===== src/rtl/csr_file.sv =====
// csr_file: machine-mode CSR responder for corev2 (XLEN = 64).
//
// Accepts CSRRW/CSRRS/CSRRC requests on a valid/ready channel and returns the
// pre-write CSR value (or an illegal-access flag) one cycle after acceptance.
// Also owns trap/MRET state updates, the interrupt-pending decision and,
// optionally, the cycle/instret counters.
//
// Ports:
//   clk, reset                      clock, asynchronous active-high reset
//   req_valid_i/req_ready_o         request handshake
//   req_addr_i, req_op_i            CSR address, op (00 rd, 01 RW, 10 RS, 11 RC)
//   req_wdata_i                     rs1/uimm operand
//   rsp_valid_o/rsp_ready_i         response handshake
//   rsp_rdata_o, rsp_illegal_o      old CSR value, illegal-access flag
//   trap_i, trap_cause_i, trap_pc_i, trap_tval_i   trap entry
//   mret_i                          MRET
//   retire_i                        one instruction retired this cycle
//   irq_ext_i, irq_timer_i, irq_sw_i  machine interrupt lines
//   mtvec_o, mepc_o                 current mtvec / mepc
//   irq_pending_o                   mstatus.MIE & |(mip & mie)
//
// Build option: define CSR_PERF_COUNTERS_EN to build mcycle/minstret and the
// cycle/instret shadows; without it those addresses are illegal.

module csr_file #(
    parameter logic [63:0] HART_ID     = 64'd0,
    parameter logic [63:0] RESET_MTVEC = 64'h0000_0000_8000_0000
) (
    input  logic        clk,
    input  logic        reset,
    input  logic        req_valid_i,
    output logic        req_ready_o,
    input  logic [11:0] req_addr_i,
    input  logic [1:0]  req_op_i,
    input  logic [63:0] req_wdata_i,
    output logic        rsp_valid_o,
    input  logic        rsp_ready_i,
    output logic [63:0] rsp_rdata_o,
    output logic        rsp_illegal_o,
    input  logic        trap_i,
    input  logic [63:0] trap_cause_i,
    input  logic [63:0] trap_pc_i,
    input  logic [63:0] trap_tval_i,
    input  logic        mret_i,
    input  logic        retire_i,
    input  logic        irq_ext_i,
    input  logic        irq_timer_i,
    input  logic        irq_sw_i,
    output logic [63:0] mtvec_o,
    output logic [63:0] mepc_o,
    output logic        irq_pending_o
);

    localparam logic [11:0] CsrMstatus   = 12'h300;
    localparam logic [11:0] CsrMisa      = 12'h301;
    localparam logic [11:0] CsrMie       = 12'h304;
    localparam logic [11:0] CsrMtvec     = 12'h305;
    localparam logic [11:0] CsrMscratch  = 12'h340;
    localparam logic [11:0] CsrMepc      = 12'h341;
    localparam logic [11:0] CsrMcause    = 12'h342;
    localparam logic [11:0] CsrMtval     = 12'h343;
    localparam logic [11:0] CsrMip       = 12'h344;
    localparam logic [11:0] CsrMvendorid = 12'hF11;
    localparam logic [11:0] CsrMarchid   = 12'hF12;
    localparam logic [11:0] CsrMimpid    = 12'hF13;
    localparam logic [11:0] CsrMhartid   = 12'hF14;
`ifdef CSR_PERF_COUNTERS_EN
    localparam logic [11:0] CsrMcycle    = 12'hB00;
    localparam logic [11:0] CsrMinstret  = 12'hB02;
    localparam logic [11:0] CsrCycle     = 12'hC00;
    localparam logic [11:0] CsrInstret   = 12'hC02;
`endif

    localparam logic [63:0] MisaValue = 64'h8000_0000_0000_0100;
    localparam logic [63:0] MieMask   = 64'h0000_0000_0000_0888;

    typedef enum logic {StIdle, StResp} state_e;

    state_e      state_q, state_d;
    logic        mstatus_mie_q, mstatus_mpie_q;
    logic [63:0] mie_q, mtvec_q, mscratch_q, mepc_q, mcause_q, mtval_q;
    logic [63:0] mstatus_val, mip_val, csr_old, csr_new;
    logic        csr_impl, csr_illegal, is_write, accept, csr_we;

`ifdef CSR_PERF_COUNTERS_EN
    logic [63:0] mcycle_q, minstret_q;
`else
    logic        unused_retire;
    assign unused_retire = retire_i;
`endif

    // MPP is hardwired to machine mode
    assign mstatus_val = {51'b0, 2'b11, 3'b0, mstatus_mpie_q, 3'b0, mstatus_mie_q, 3'b0};

    always_comb begin
        mip_val     = '0;
        mip_val[11] = irq_ext_i;
        mip_val[7]  = irq_timer_i;
        mip_val[3]  = irq_sw_i;
    end

    // Read decode
    always_comb begin
        csr_old  = '0;
        csr_impl = 1'b1;
        case (req_addr_i)
            CsrMstatus:   csr_old = mstatus_val;
            CsrMisa:      csr_old = MisaValue;
            CsrMie:       csr_old = mie_q;
            CsrMtvec:     csr_old = mtvec_q;
            CsrMscratch:  csr_old = mscratch_q;
            CsrMepc:      csr_old = mepc_q;
            CsrMcause:    csr_old = mcause_q;
            CsrMtval:     csr_old = mtval_q;
            CsrMip:       csr_old = mip_val;
            CsrMvendorid: csr_old = '0;
            CsrMarchid:   csr_old = '0;
            CsrMimpid:    csr_old = '0;
            CsrMhartid:   csr_old = HART_ID;
`ifdef CSR_PERF_COUNTERS_EN
            CsrMcycle, CsrCycle:     csr_old = mcycle_q;
            CsrMinstret, CsrInstret: csr_old = minstret_q;
`endif
            default:      csr_impl = 1'b0;
        endcase
    end

    always_comb begin
        unique case (req_op_i)
            2'b01:   csr_new = req_wdata_i;
            2'b10:   csr_new = csr_old | req_wdata_i;
            2'b11:   csr_new = csr_old & ~req_wdata_i;
            default: csr_new = csr_old;
        endcase
    end

    // misa is read-only at a normally writable address, so writing it traps too
    assign is_write    = (req_op_i != 2'b00);
    assign csr_illegal = ~csr_impl
                       | (is_write & ((req_addr_i[11:10] == 2'b11) | (req_addr_i == CsrMisa)));

    assign rsp_valid_o = (state_q == StResp);
    assign req_ready_o = (~rsp_valid_o | rsp_ready_i) & ~trap_i & ~mret_i;
    assign accept      = req_valid_i & req_ready_o;
    assign csr_we      = accept & is_write & ~csr_illegal;

    always_ff @(posedge clk or posedge reset) begin
        if (reset) begin
            state_q <= StIdle;
        end else begin
            state_q <= state_d;
        end
    end

    always_comb begin
        state_d = state_q;
        case (state_q)
            StIdle:  if (accept) state_d = StResp;
            StResp:  if (accept) state_d = StResp;
                     else if (rsp_ready_i) state_d = StIdle;
            default: state_d = StIdle;
        endcase
    end

    always_ff @(posedge clk or posedge reset) begin
        if (reset) begin
            rsp_rdata_o   <= '0;
            rsp_illegal_o <= 1'b0;
        end else if (accept) begin
            rsp_rdata_o   <= csr_illegal ? 64'd0 : csr_old;
            rsp_illegal_o <= csr_illegal;
        end
    end

    // Trap and MRET block acceptance, so they never coincide with a CSR write
    always_ff @(posedge clk or posedge reset) begin
        if (reset) begin
            mstatus_mie_q  <= 1'b0;
            mstatus_mpie_q <= 1'b0;
            mie_q          <= '0;
            mtvec_q        <= RESET_MTVEC;
            mscratch_q     <= '0;
            mepc_q         <= '0;
            mcause_q       <= '0;
            mtval_q        <= '0;
        end else if (trap_i) begin
            mepc_q         <= trap_pc_i & ~64'h3;
            mcause_q       <= trap_cause_i;
            mtval_q        <= trap_tval_i;
            mstatus_mpie_q <= mstatus_mie_q;
            mstatus_mie_q  <= 1'b0;
        end else if (mret_i) begin
            mstatus_mie_q  <= mstatus_mpie_q;
            mstatus_mpie_q <= 1'b1;
        end else if (csr_we) begin
            case (req_addr_i)
                CsrMstatus: begin
                    mstatus_mie_q  <= csr_new[3];
                    mstatus_mpie_q <= csr_new[7];
                end
                CsrMie:      mie_q      <= csr_new & MieMask;
                CsrMtvec:    mtvec_q    <= {csr_new[63:2], 2'b00};
                CsrMscratch: mscratch_q <= csr_new;
                CsrMepc:     mepc_q     <= {csr_new[63:2], 2'b00};
                CsrMcause:   mcause_q   <= csr_new;
                CsrMtval:    mtval_q    <= csr_new;
                default: ;
            endcase
        end
    end

`ifdef CSR_PERF_COUNTERS_EN
    // A software write on the accept edge overrides that cycle's increment
    always_ff @(posedge clk or posedge reset) begin
        if (reset) begin
            mcycle_q   <= '0;
            minstret_q <= '0;
        end else begin
            if (csr_we && req_addr_i == CsrMcycle) begin
                mcycle_q <= csr_new;
            end else begin
                mcycle_q <= mcycle_q + 64'd1;
            end
            if (csr_we && req_addr_i == CsrMinstret) begin
                minstret_q <= csr_new;
            end else if (retire_i) begin
                minstret_q <= minstret_q + 64'd1;
            end
        end
    end
`endif

    assign mtvec_o       = mtvec_q;
    assign mepc_o        = mepc_q;
    assign irq_pending_o = mstatus_mie_q & |(mip_val & mie_q);

endmodule

===== config.mk =====
export PLATFORM = sky130hd
export DESIGN_NAME = csr_file
export DESIGN_NICKNAME = d
export VERILOG_FILES = /design/src/rtl/csr_file.sv
export SDC_FILE = /design/constraint.sdc
export NUM_CORES = 1
export LEC_CHECK = 0
export BUFFER_PORTS_ARGS = -buffer_cell sky130_fd_sc_hd__buf_2
export CORE_MARGIN = 5
export CORE_UTILIZATION = 55
export DETAILED_ROUTE_END_ITERATION = 6
export PLACE_DENSITY = 0.87
export SLEW_MARGIN = 10
export SYNTH_ARGS = -nofsm -noshare
export SYNTH_HDL_FRONTEND = slang
export SYNTH_SLANG_ARGS = --single-unit
export TNS_END_PERCENT = 30

===== constraint.sdc =====
create_clock -name clk -period 28.8 [get_ports clk]
set_clock_uncertainty 0.15 [all_clocks]
set_input_delay 1.44 -clock clk [delete_from_list [all_inputs] [get_ports clk]]
set_output_delay 1.44 -clock clk [all_outputs]
set_load 0.05 [all_outputs]

==> results.ini <==
[pwr]
p_switching_uw=430
power_density_nw_per_um2=59.2
swShare_pct=29.6
p_clk_share_pct=40.6
leakage_nw=11.4
p_seq_share_pct=41.5
p_comb_share_pct=17.9
p_int_mw=1.02
vdd_drop_max_mv=0.0621

[sta]
slew_violations=0
worstMarginPinSlew_ns=1.27
finalCritPeriodShare_pct=18.8
setup_tns_ns=0
fmax_mhz=185
period_needed_ns=5.41
setup_slack_ns=23.39
setup_viol=0
max-slew-margin-rel_pct=14.4
rsz0062_at_grt=no
hold_viol_final=0

[clock_tree]
h-tree-depth=2
postCtsSetupBuffers=0
cts_resized=0
clockRootBuffer=clkbuf_16
cts_buffer_depth=3
cts_buffers=42
cts_sinks=387
cts_tree=yes
worstSkewPairLatency_ns=0.54
clkTransAtPathRegs_ns=0.06
ctsHoldBuffers=0

[setup_path]
start_kind=input port
crit_top_cell=buf_4
max_stage_delay_ns=1.14
cp.arrival_ns=5.69
cp-end-kind=register
cp_max_fo=34
crit_family=simple AND/OR/NAND/NOR gates
path_cells=buf_2 > or4_2 > or4_4 > or3_1 > buf_4 > nand2_2 > buf_4 > mux2_1
critical_path_buf_inv_count=3
worstPathRequired_ns=29.07
crit_path_top_delay_cell=or4_2
worstSetupPathType=in2reg

[grt]
grt_pass1_vias=20234
grt_usage_pct=35.7
grt_max_degree=191
grt_pass1_wl_um=116000
overflow=0
antenna_found_initial=35

[placement]
place_area_um2=22900
dpl_worst_slack_ns=22.92
hpwl_um=48100
io_buffers=468
place_congestion=0.919

[route]
dr.pass1.iters=6
ant_nets=0
wl_per_cell_um=25.8
vias_per_cell=6.61
drc=0
vias=19426
first_iter_violations=1912
wl_um=75700

[floorplanning]
fp.dieW_um=203
fp.coreArea_um2=36600
num_rows=70
ios=476
initial_core_util_pct=55.8
dieArea_um2=41100
die_h_um=203

[final_layout]
fin_nets=2691
fillers=2724
final_common_cell=buf_2
final_util_pct=66.9
drive_gt1_share_pct=30.4
design_area_um2=24500
area_delta_synth_final_pct=19.9
final_cell_mix=buf_2 (464), dfrtp_1 (386), nand2_1 (323)

[yosys]
async_reset_ff_share_pct=100
seq_area_frac_synth_pct=47.4
yosys_register_bits=387
synthDistinctLibCells=70
yosys_warnings=0
postSynthAreaPerCell_um2=9.99
netlist_instances=2044
yosysTopAreaCell=dfrtp_1
synth_ff_type=dfrtp_1
synth_edf_count=0
yosys-top-cells-area=dfrtp_1 (47%), mux2i_1 (6.4%), nand2_1 (5.9%)
synth_top_area_share_pct=47.3
synth_area_um2=20400

[hold_path]
holdCritPathClass=reg2reg

[outcome]
status=finished, final reports clean

[job]
drv_cap=0

## stage by stage
step	hold WS (ns)	power, mW	instances
2_1_floorplan	0.299	0.780	2047
3_3_place_gp	0.295	0.855	2835
3_5_place_dp	0.301	0.865	2835
4_1_cts	0.314	1.45	2909
5_1_grt	0.346	1.50	2937
6_report	0.314	1.45	2939
## registers in the layout (all words and copies together), names as in the netlist
register / flops
mtvec_o: 62
mstatus_mie_q: 1
mepc_o: 62
mcause_q: 64
mtval_q: 64
rsp_illegal_o: 1
rsp_valid_o: 1
mie_q: 3
rsp_rdata_o: 64
mscratch_q: 64
mstatus_mpie_q: 1
## synthesized netlist by cell type (all sizes together), types with 3 or more instances
cell,n
a211oi,5
a221oi,17
a32oi,33
o22ai,39
nor2b,5
or2,3
mux4,32
nor3,26
inv,10
and4,5
nand2b,19
a31oi,5
nor4,33
nand4,11
clkbuf,111
mux2,95
o211ai,12
or4,3
dfrtp,386
a221o,3
or3,7
and2,22
buf,66
nand3,15
xnor2,54
o21ba,32
or3b,3
nand2,324
nor2,67
mux2i,131
and3,5
a21o,24
a22oi,70
o21ai,219
a21oi,118
## worst paths after layout
| kind | endpoint | slack [ns] | startpoint | depth (start not counted) |
|---|---|---|---|---|
| max | mepc_o[60]$_DFFE_PP0P_ | 23.39 | req_addr_i[5] | 8 |
| min | rsp_rdata_o[14]$_DFFE_PP0P_ | 0.31 | rsp_rdata_o[14]$_DFFE_PP0P_ | 2 |
| max reg2reg | mepc_o[60]$_DFFE_PP0P_ | 24.61 | rsp_valid_o$_DFF_PP0_ | 9 |
| min reg2reg | rsp_rdata_o[14]$_DFFE_PP0P_ | 0.31 | rsp_rdata_o[14]$_DFFE_PP0P_ | 2 |
| max in group asynchronous | mtval_q[10]$_DFFE_PP0P_ | 25.92 | reset | 3 |
| min in group asynchronous | mcause_q[47]$_DFFE_PP0P_ | 0.90 | reset | 2 |
## per-layer routing
layer  part of all wire (%)  track usage, %
met3                     12            10.4
met5                  0.074               0
met1                     35            43.9
met4                    6.6            21.4
met2                     46            56.2
## layout make-up
class | count | area [um^2] | area share (%)
timing repair buffer | 497 | 2590 | 10.6
clock inverter | 13 | 251 | 1.03
inverter | 11 | 50.0 | 0.204
multi-input combinational | 1472 | 10000 | 40.9
clock buffer | 61 | 1240 | 5.08
antenna | 30 | 75.1 | 0.306
sequential | 387 | 9690 | 39.5
tap | 468 | 586 | 2.39
## logic make-up (layout without fill, tap and decap cells)
group / count (synthesis) / after routing / synth area share, %
flip-flops: 387 / 387 / 47.4
AND/OR/NAND/NOR: 561 / 561 / 12.7
other: 1 / 34 / 0.0184
buffers and inverters: 188 / 582 / 4.00
AO/OA/AOI/OAI: 594 / 594 / 18.3
XOR/XNOR: 55 / 55 / 2.36
multiplexers: 258 / 258 / 15.2
## worst min-delay path, cell delays in order, from the launching register on
cell and delay [ns]:
dfrtp_1 0.34, nand2_1 0.05, nand2_1 0.04
## power groups by stage
| stage | Sequential (mW) | Clock, mW | Combinational [mW] |
|---|---|---|---|
| final | 0.602 | 0.589 | 0.260 |
| after global routing | 0.606 | 0.615 | 0.276 |
| after CTS | 0.601 | 0.591 | 0.257 |
| after detailed placement | 0.610 | 0 | 0.255 |
| after global placement | 0.608 | 0 | 0.248 |
| after floorplan | 0.669 | 0 | 0.111 |
Power figures use the tool's default switching activity.
